$ cat src/rtl/regfile_read_arbiter.sv
// Two-port round-robin arbiter in front of a shared register read mux.
// One grant per cycle; the selected word comes back with a valid strobe one cycle later.
module regfile_read_arbiter #(
  parameter int DW      = 32,
  parameter int AW      = 5,
  parameter bit ZERO_R0 = 1'b1
) (
  input  logic          Clk,
  input  logic          Reset_n,
  input  logic          Stall,
  input  logic          ReqA,
  input  logic [AW-1:0] AddrA,
  output logic          GntA,
  output logic [DW-1:0] RdataA,
  output logic          RvalidA,
  input  logic          ReqB,
  input  logic [AW-1:0] AddrB,
  output logic          GntB,
  output logic [DW-1:0] RdataB,
  output logic          RvalidB,
  output logic [AW-1:0] Sel,
  input  logic [DW-1:0] Dout
);

  typedef enum logic {PTR_A = 1'b0, PTR_B = 1'b1} ptr_e;

  ptr_e          ptr_q, ptr_d;
  logic [AW-1:0] sel_q, sel_d;
  logic [DW-1:0] rdata_a_q, rdata_a_d;
  logic [DW-1:0] rdata_b_q, rdata_b_d;
  logic          rvalid_a_q, rvalid_b_q;
  logic          gnt_a, gnt_b, both;
  logic [DW-1:0] rd_word;

  // Grants are masked by reset so nothing looks accepted while the flops are held.
  assign both  = ReqA && ReqB;
  assign gnt_a = Reset_n && !Stall && ReqA && (!ReqB || ptr_q == PTR_A);
  assign gnt_b = Reset_n && !Stall && ReqB && (!ReqA || ptr_q == PTR_B);

  assign rd_word = (ZERO_R0 && sel_d == '0) ? '0 : Dout;

  always_comb begin
    sel_d     = sel_q;
    ptr_d     = ptr_q;
    rdata_a_d = rdata_a_q;
    rdata_b_d = rdata_b_q;
    if (gnt_a) begin
      sel_d     = AddrA;
      rdata_a_d = rd_word;
    end else if (gnt_b) begin
      sel_d     = AddrB;
      rdata_b_d = rd_word;
    end
    // Priority only moves on real contention, toward the loser.
    if (both && (gnt_a || gnt_b))
      ptr_d = gnt_a ? PTR_B : PTR_A;
  end

  always_ff @(posedge Clk or negedge Reset_n) begin
    if (!Reset_n) begin
      ptr_q      <= PTR_A;
      sel_q      <= '0;
      rdata_a_q  <= '0;
      rdata_b_q  <= '0;
      rvalid_a_q <= 1'b0;
      rvalid_b_q <= 1'b0;
    end else begin
      ptr_q      <= ptr_d;
      sel_q      <= sel_d;
      rdata_a_q  <= rdata_a_d;
      rdata_b_q  <= rdata_b_d;
      rvalid_a_q <= gnt_a;
      rvalid_b_q <= gnt_b;
    end
  end

  assign GntA    = gnt_a;
  assign GntB    = gnt_b;
  assign Sel     = sel_d;
  assign RdataA  = rdata_a_q;
  assign RdataB  = rdata_b_q;
  assign RvalidA = rvalid_a_q;
  assign RvalidB = rvalid_b_q;

endmodule
$ cat config.mk
export PLATFORM = sky130hd
export DESIGN_NAME = regfile_read_arbiter
export DESIGN_NICKNAME = d
export VERILOG_FILES = /design/src/rtl/regfile_read_arbiter.sv
export SDC_FILE = /design/constraint.sdc
export NUM_CORES = 1
export LEC_CHECK = 0
export CORE_MARGIN = 1
export CORE_UTILIZATION = 39
export DETAILED_ROUTE_END_ITERATION = 6
export GPL_TIMING_DRIVEN = 0
export PLACE_DENSITY = 0.76
export RECOVER_POWER = 50
export SYNTH_ARGS = -nofsm -noshare
export SYNTH_HDL_FRONTEND = slang
export SYNTH_SLANG_ARGS = --single-unit
$ cat constraint.sdc
create_clock -name Clk -period 1.91 [get_ports Clk]
set_clock_uncertainty 0.2 [all_clocks]
set_input_delay 0.382 -clock Clk [delete_from_list [all_inputs] [get_ports Clk]]
set_output_delay 0.382 -clock Clk [all_outputs]
set_load 0.05 [all_outputs]
After elaboration in Yosys (flattened, before gate mapping)
Cells that the tools add are included.

word-level totals
  flip-flop bits (word level) = 72
  bits in latches = 0
  bits in writable memories = 0
  bits in read-only memories = 0
  input port bits = 47
  output and inout port bits = 73
  logic and storage cells = 27
  memories kept = 0

cells by class
  add/sub/neg operators = 0
  multipliers = 0
  divide/modulo/power cells = 0
  $lt $le $gt $ge = 0
  equality and inequality tests = 0
  shift-type cells = 0
  mux-type cells = 4
  bitwise operators = 2
  reductions and logical operators = 15

operator list
  operator             number
  2-to-1 mux 32 bit    1
  2-to-1 mux 5 bit     2
  logical AND 1 bit    7
  logical NOT 5 bit    1
  logical NOT 1 bit    3
  logical OR 1 bit     3
  NOT 1 bit            2
  AND reduction 2 bit  1
  2-to-1 mux 1 bit     1

Depth between registers and ports, before layout
  depth in word-level cells = 8
  gate-level depth with buffers = 8
  depth with buffers taken out = 6

Least setup slack after synthesis
No wires, ideal clock.

  path type = input to register
  from = input Reset_n
  to = register rdata_b_q[0] (netlist: RdataB[0])
  library setup time = 0.130 ns
  data arrival time = 2.334 ns
  data required time = 1.580 ns
  path slack = -0.754 ns
  stages = 8
  path through = nor2b_1 buf_2 nand3_2 inv_1 a221o_1 nor3_4 buf_2 a21oi_1

RTL lines
  element                          RTL line  text
  from (decl)                      9         input logic Reset_n,
  logical AND 1 bit (3 in series)  37        assign gnt_a = Reset_n && !Stall && ReqA && (!ReqB || ptr_q == PTR_A);
  via GntA                         13        output logic GntA,
  2-to-1 mux 5 bit                 47        if (gnt_a) begin
  via Sel[3]                       21        output logic [AW-1:0] Sel,
  logical NOT 5 bit                40        assign rd_word = (ZERO_R0 && sel_d == '0) ? '0 : Dout;
  2-to-1 mux 32 bit                40
  to (signal assigned)             71        rdata_b_q <= rdata_b_d;
  to (decl)                        30        logic [DW-1:0] rdata_b_q, rdata_b_d;

The timed path passes the listed nets, and every way through them passes these cells.
A chain may end at the register's enable or synchronous reset.

Final worst setup path
  from = input ReqA
  to = output Sel[0]

on the way
  word-level cells in the longest chain between the ends = 5

RTL lines
  element               RTL line  text
  from (decl)           11        input logic ReqA,
  logical NOT 1 bit     38        assign gnt_b = Reset_n && !Stall && ReqB && (!ReqA || ptr_q == PTR_B);
  logical OR 1 bit      38
  logical AND 1 bit     38
  2-to-1 mux 5 bit      50        end else if (gnt_b) begin
  2-to-1 mux 5 bit (*)  47
  to (decl)             21

Every way passes the cells marked *; elsewhere a longest branch is shown, timed or not.

==> results_dict.tcl <==
set metrics [dict create \
    status "complete, but fails checks" \
    violations "setup timing" \
    setup_violations 71 \
    path_clk_slew_ns 0.07 \
    antenna_left 0 \
    peakVddDrop_mv 0.9913 \
    post-route-period-util_pct 115.8 \
    r2r_slack_ns -0.28 \
    cap_viol_max_count 0 \
    cts_made_buffers 9 \
    min_path_cells 3 \
    hold_violations 0 \
    areaGrowthSynthToFinish_pct 65.98 \
    cts.sinks 72 \
    timing.rr.start "ptr_q" \
    clk_latency_ns 0.32 \
    grt_pass1_wl_microns 14590 \
    grt_setup_unrepaired "true" \
    drt_first_pass_iters 4 \
    syn-num-nets 289 \
    crit_required_ns 1.33 \
    layout_common_cells "dfrtp_1 (72), dlygate4sd2_1 (68), mux2i_1 (64), clkdlybuf4s50_1 (42), a21oi_2 (36)" \
    dieHeight_microns 90.26 \
    grt_usage_pct 23.00 \
    antenna_cells 0 \
    reg2reg_to "RdataB[11]" \
    final_core_util_pct 68.06 \
    syn_area_sq_um 3038 \
    yosysWarnings 0 \
    worstPathArrival_ns 1.63 \
    vias 2567 \
    slowest_stage "or2_2" \
    synthCells 242 \
    drc_errors 0 \
    synth_compound_area_share_pct 13.43 \
    muxShareOfSynthArea_pct 21.09 \
    post-route-min-period_ns 2.212 \
    start_util_pct 41.01 \
    synth_xor_area_share_pct 0.2883 \
    worstSetupStartpointType "input port" \
    drive_above_1_share_pct 26.91 \
    grt_start_max_net_pins 37 \
    power.density_nw_per_um2 1646 \
    post_drt_wl_per_cell_microns 17.82 \
    synth-adder-area-share_pct 0 \
    dieArea_sq_um 8147 \
    finish.net_count 447 \
    leakage_nw 2.617 \
    htree_levels 3 \
    synth_area_per_cell_sq_um 12.55 \
    cp_max_fo 5 \
    grt_remaining_overflow 0 \
    final_common_cell "dfrtp_1" \
    die_w_microns 90.26 \
    synth.yosys.seq_area_share_pct 59.31 \
    min_to "RvalidB" \
    worst_setup_path_end_kind "primary output" \
    dp_hpwl_microns 5512 \
    grt_pass1_vias 2740 \
    r2r.worst_path.cells 10 \
    synth_cell_types 19 \
    holdWs_ns 0.3456 \
    synth_seq_cells 72 \
    ioPinCount 120 \
    worstSetupPathType "in -> out" \
    row_count 31 \
    fmax_mhz 452.1 \
    core_area_sq_um 7408 \
    design_area_sq_um 5042 \
    cts_tree "built" \
    worstMarginPinSlew_ns 0.9391 \
    finalNonFillerCells 504 \
    power_mw 8.300 \
    hold_class "in -> reg" \
    relSlewSlack_pct 37.39 \
    setup_ws_ns -0.3020 \
    drt-initial-drc-count 88 \
    synth_top_family_by_area "multiplexers" \
    gp_congestion 0.7245 \
    max_stage_delay_ns 0.38 \
    crit_chain "dlygate4sd2_1 > or2_2 > a21boi_0 > a221o_2 > buf_6" \
    place_ws_ns -1.774 \
    via_per_inst 5.093 \
    dpl-instance-area_sq_um 4357 \
    report.final.slew_viol_count 0 \
    fin_tns_setup_ns -16.03 \
    dp.cells 460 \
    min-delay-start "ReqB" \
    wl_microns 8983 \
    antenna_found_initial 0 \
    io_buffers 119 \
    yosys.area_share.simple_pct 2.759 \
    cts_buffer_depth 2 \
    cts-root-buf "clkbuf_8" \
]
worst max-delay path by stage:
stage / start / endpoint / slack (ns) / cells after the start
after global placement: Reset_n / Sel[4] / -3.94 / 7
after CTS: ptr_q / Sel[1] / -0.32 / 5
after global routing: ptr_q / RdataB[11] / -0.40 / 10
after detailed placement: Reset_n / Sel[4] / -1.77 / 7
final: ReqA / Sel[0] / -0.30 / 5
after floorplan: Reset_n / RdataB[0] / -0.66 / 8
cell families after synthesis:
group | after synthesis
XOR/XNOR | 1
flip-flops | 72
multiplexers | 64
AND/OR/NAND/NOR | 10
AO/OA/AOI/OAI | 74
buffers and inverters | 21
power breakdown:
group / switching [mW] / internal (mW)
registers: 0.342 / 2.14
logic: 3.32 / 1.46
clock network: 0.532 / 0.500
total: 4.19 / 4.11
Yosys cell counts (all sizes together):
library cell / number / share of area [%]
a221o: 5 / 1.6
or2: 1 / 0.21
a21oi: 64 / 11
nand2: 1 / 0.12
nor2b: 1 / 0.21
nor3: 3 / 1.2
buf: 15 / 2.4
xnor2: 1 / 0.29
nand3: 3 / 0.82
dfrtp: 72 / 59
mux2i: 64 / 21
nand2b: 1 / 0.21
a21boi: 5 / 1.2
inv: 2 / 0.25
clkbuf: 4 / 0.49
sequential cells by signal (all words and copies together), names as in the netlist:
| name | count |
|---|---|
| RdataA | 32 |
| RdataB | 32 |
| ptr_q | 1 |
| RvalidB | 1 |
| sel_q | 5 |
| RvalidA | 1 |
layer usage:
| layer | wire (microns) | GRT usage (%) | vias to the layer above | part of all wire [%] |
|---|---|---|---|---|
| li1 | - | - | 1193 | - |
| met1 | 3932 | 30.83 | 1289 | 44 |
| met2 | 4574 | 38.93 | 78 | 51 |
| met3 | 415 | 3.704 | 7 | 4.6 |
| met4 | 61 | 5.914 | 0 | 0.68 |
| met5 | 0 | 0 | - | 0 |
worst max-delay path: cells and delay by family:
family / cells / cell delay (ns)
buffers and inverters: 2 / 0.49
AOI/OAI and AO/OA: 2 / 0.38
and+or+nand+nor: 1 / 0.38
repair_timing:
item,4_1_cts,5_1_grt
endpoints found under the hold margin,72,0
pin swaps,36,12
resized for setup,211,14
cloned,9,0
setup endpoints to repair,144,71
buffers inserted,16,2
hold buffers,2,0
layout make-up:
type | count | area [sq um]
inverters | 2 | 15.01
clock buffers | 12 | 145.1
flip-flops and latches | 72 | 1802
plain buffers | 18 | 181.4
clock inverters | 4 | 20.02
repair buffers | 148 | 1426
well taps | 99 | 123.9
multi-input cells | 149 | 1329
fillers | 585 | 2366
Power figures use the tool's default switching activity.
==> RTL change: new RTL, same flow settings <==
Set the parameter `ZERO_R0` to 1'b0 (it was 1'b1).
--- a/src/rtl/regfile_read_arbiter.sv
+++ b/src/rtl/regfile_read_arbiter.sv
@@ -4,5 +4,5 @@
   parameter int DW      = 32,
   parameter int AW      = 5,
-  parameter bit ZERO_R0 = 1'b1
+  parameter bit ZERO_R0 = 1'b0
 ) (
   input  logic          Clk,
Behaviour: not the same (Yosys sat finds a counterexample within 4 cycles, from zero or initial values and one cycle with Reset_n low).
==> RTL change against the original RTL <==
The run still ends with setup timing left. Sequential cell count did not move. Cell area fell by 9.1%. Setup slack got worse by 0.066 ns. Cell count fell by 17%. Total power fell by 16%. Highest routed layer unchanged. Synthesized area fell by 9.8%. Sequential power fell by 8.8%. First-iteration DRC count fell by 73%. Wire length fell by 26%.
==> RTL change: results (changes against the original RTL) <==
n_all_inverters: 1  # -1
status: "finished, violations left"
grt_pass1_wl_um: 10400  # -29%
cts_setup_buffers: 7  # -9
post_synth_num_cell_types: 16  # -3
clock_buffers: 10  # -2
routedLengthMet1_um: 2690  # -32%
wl_met3_um: 462  # +11%
use_met2: 0.328  # -0.0613
violations: "setup timing"
critPathMaxFanout: 7  # +2
drt_iter0_drc: 24  # -73%
finalSetupViolations: 17  # -76%
wl_met2_um: 3450  # -25%
final_nets: 364  # -19%
synth_compound_area_frac: 0.0201  # -0.114
firstDrtPassIters: 3  # -1
crit_family: "compound AO/OA/AOI/OAI gates"
peakVddDrop_mv: 0.745  # -25%
clock_power_mw: 1.21  # +17%
post-place-ws_ns: -1.52  # +0.257 ns
multi_input_area_share: 0.209  # -0.0548
grt_use_met3: 0.0780  # +0.0409
dp_hpwl_um: 4170  # -24%
finalWorstSetupSlack_ns: -0.368  # -0.0657 ns
non_clock_buffer_count: 151  # -9.0%
grt_pass1_vias: 2047  # -25%
layout-drive-gt1-share: 0.385  # +0.116
==> RTL change: changes by cell type in the layout (fill, tap and decap cells not counted), moves of 5 or more <==
cell,unedited run,this run
mux2i_1,64,0
and4_1,0,5
a21oi_1,28,0
clkbuf_1,9,2
buf_6,22,3
a21oi_2,36,0
buf_4,8,17
a221o_2,5,0
a221o_4,0,5
mux2_2,0,62
==> RTL change: worst paths after layout <==
kind                                           to  cells past startpoint  slack [ns]
min reg2reg                RdataB[26]$_DFFE_PN0P_                      1        0.29
max reg2reg                RdataB[20]$_DFFE_PN0P_                      5        0.08
min in group asynchronous  RdataB[21]$_DFFE_PN0P_                      2        0.38
min                        RdataB[26]$_DFFE_PN0P_                      1        0.29
max in group asynchronous       RvalidB$_DFF_PN0_                      4        0.29
max                                        Sel[0]                      5       -0.37
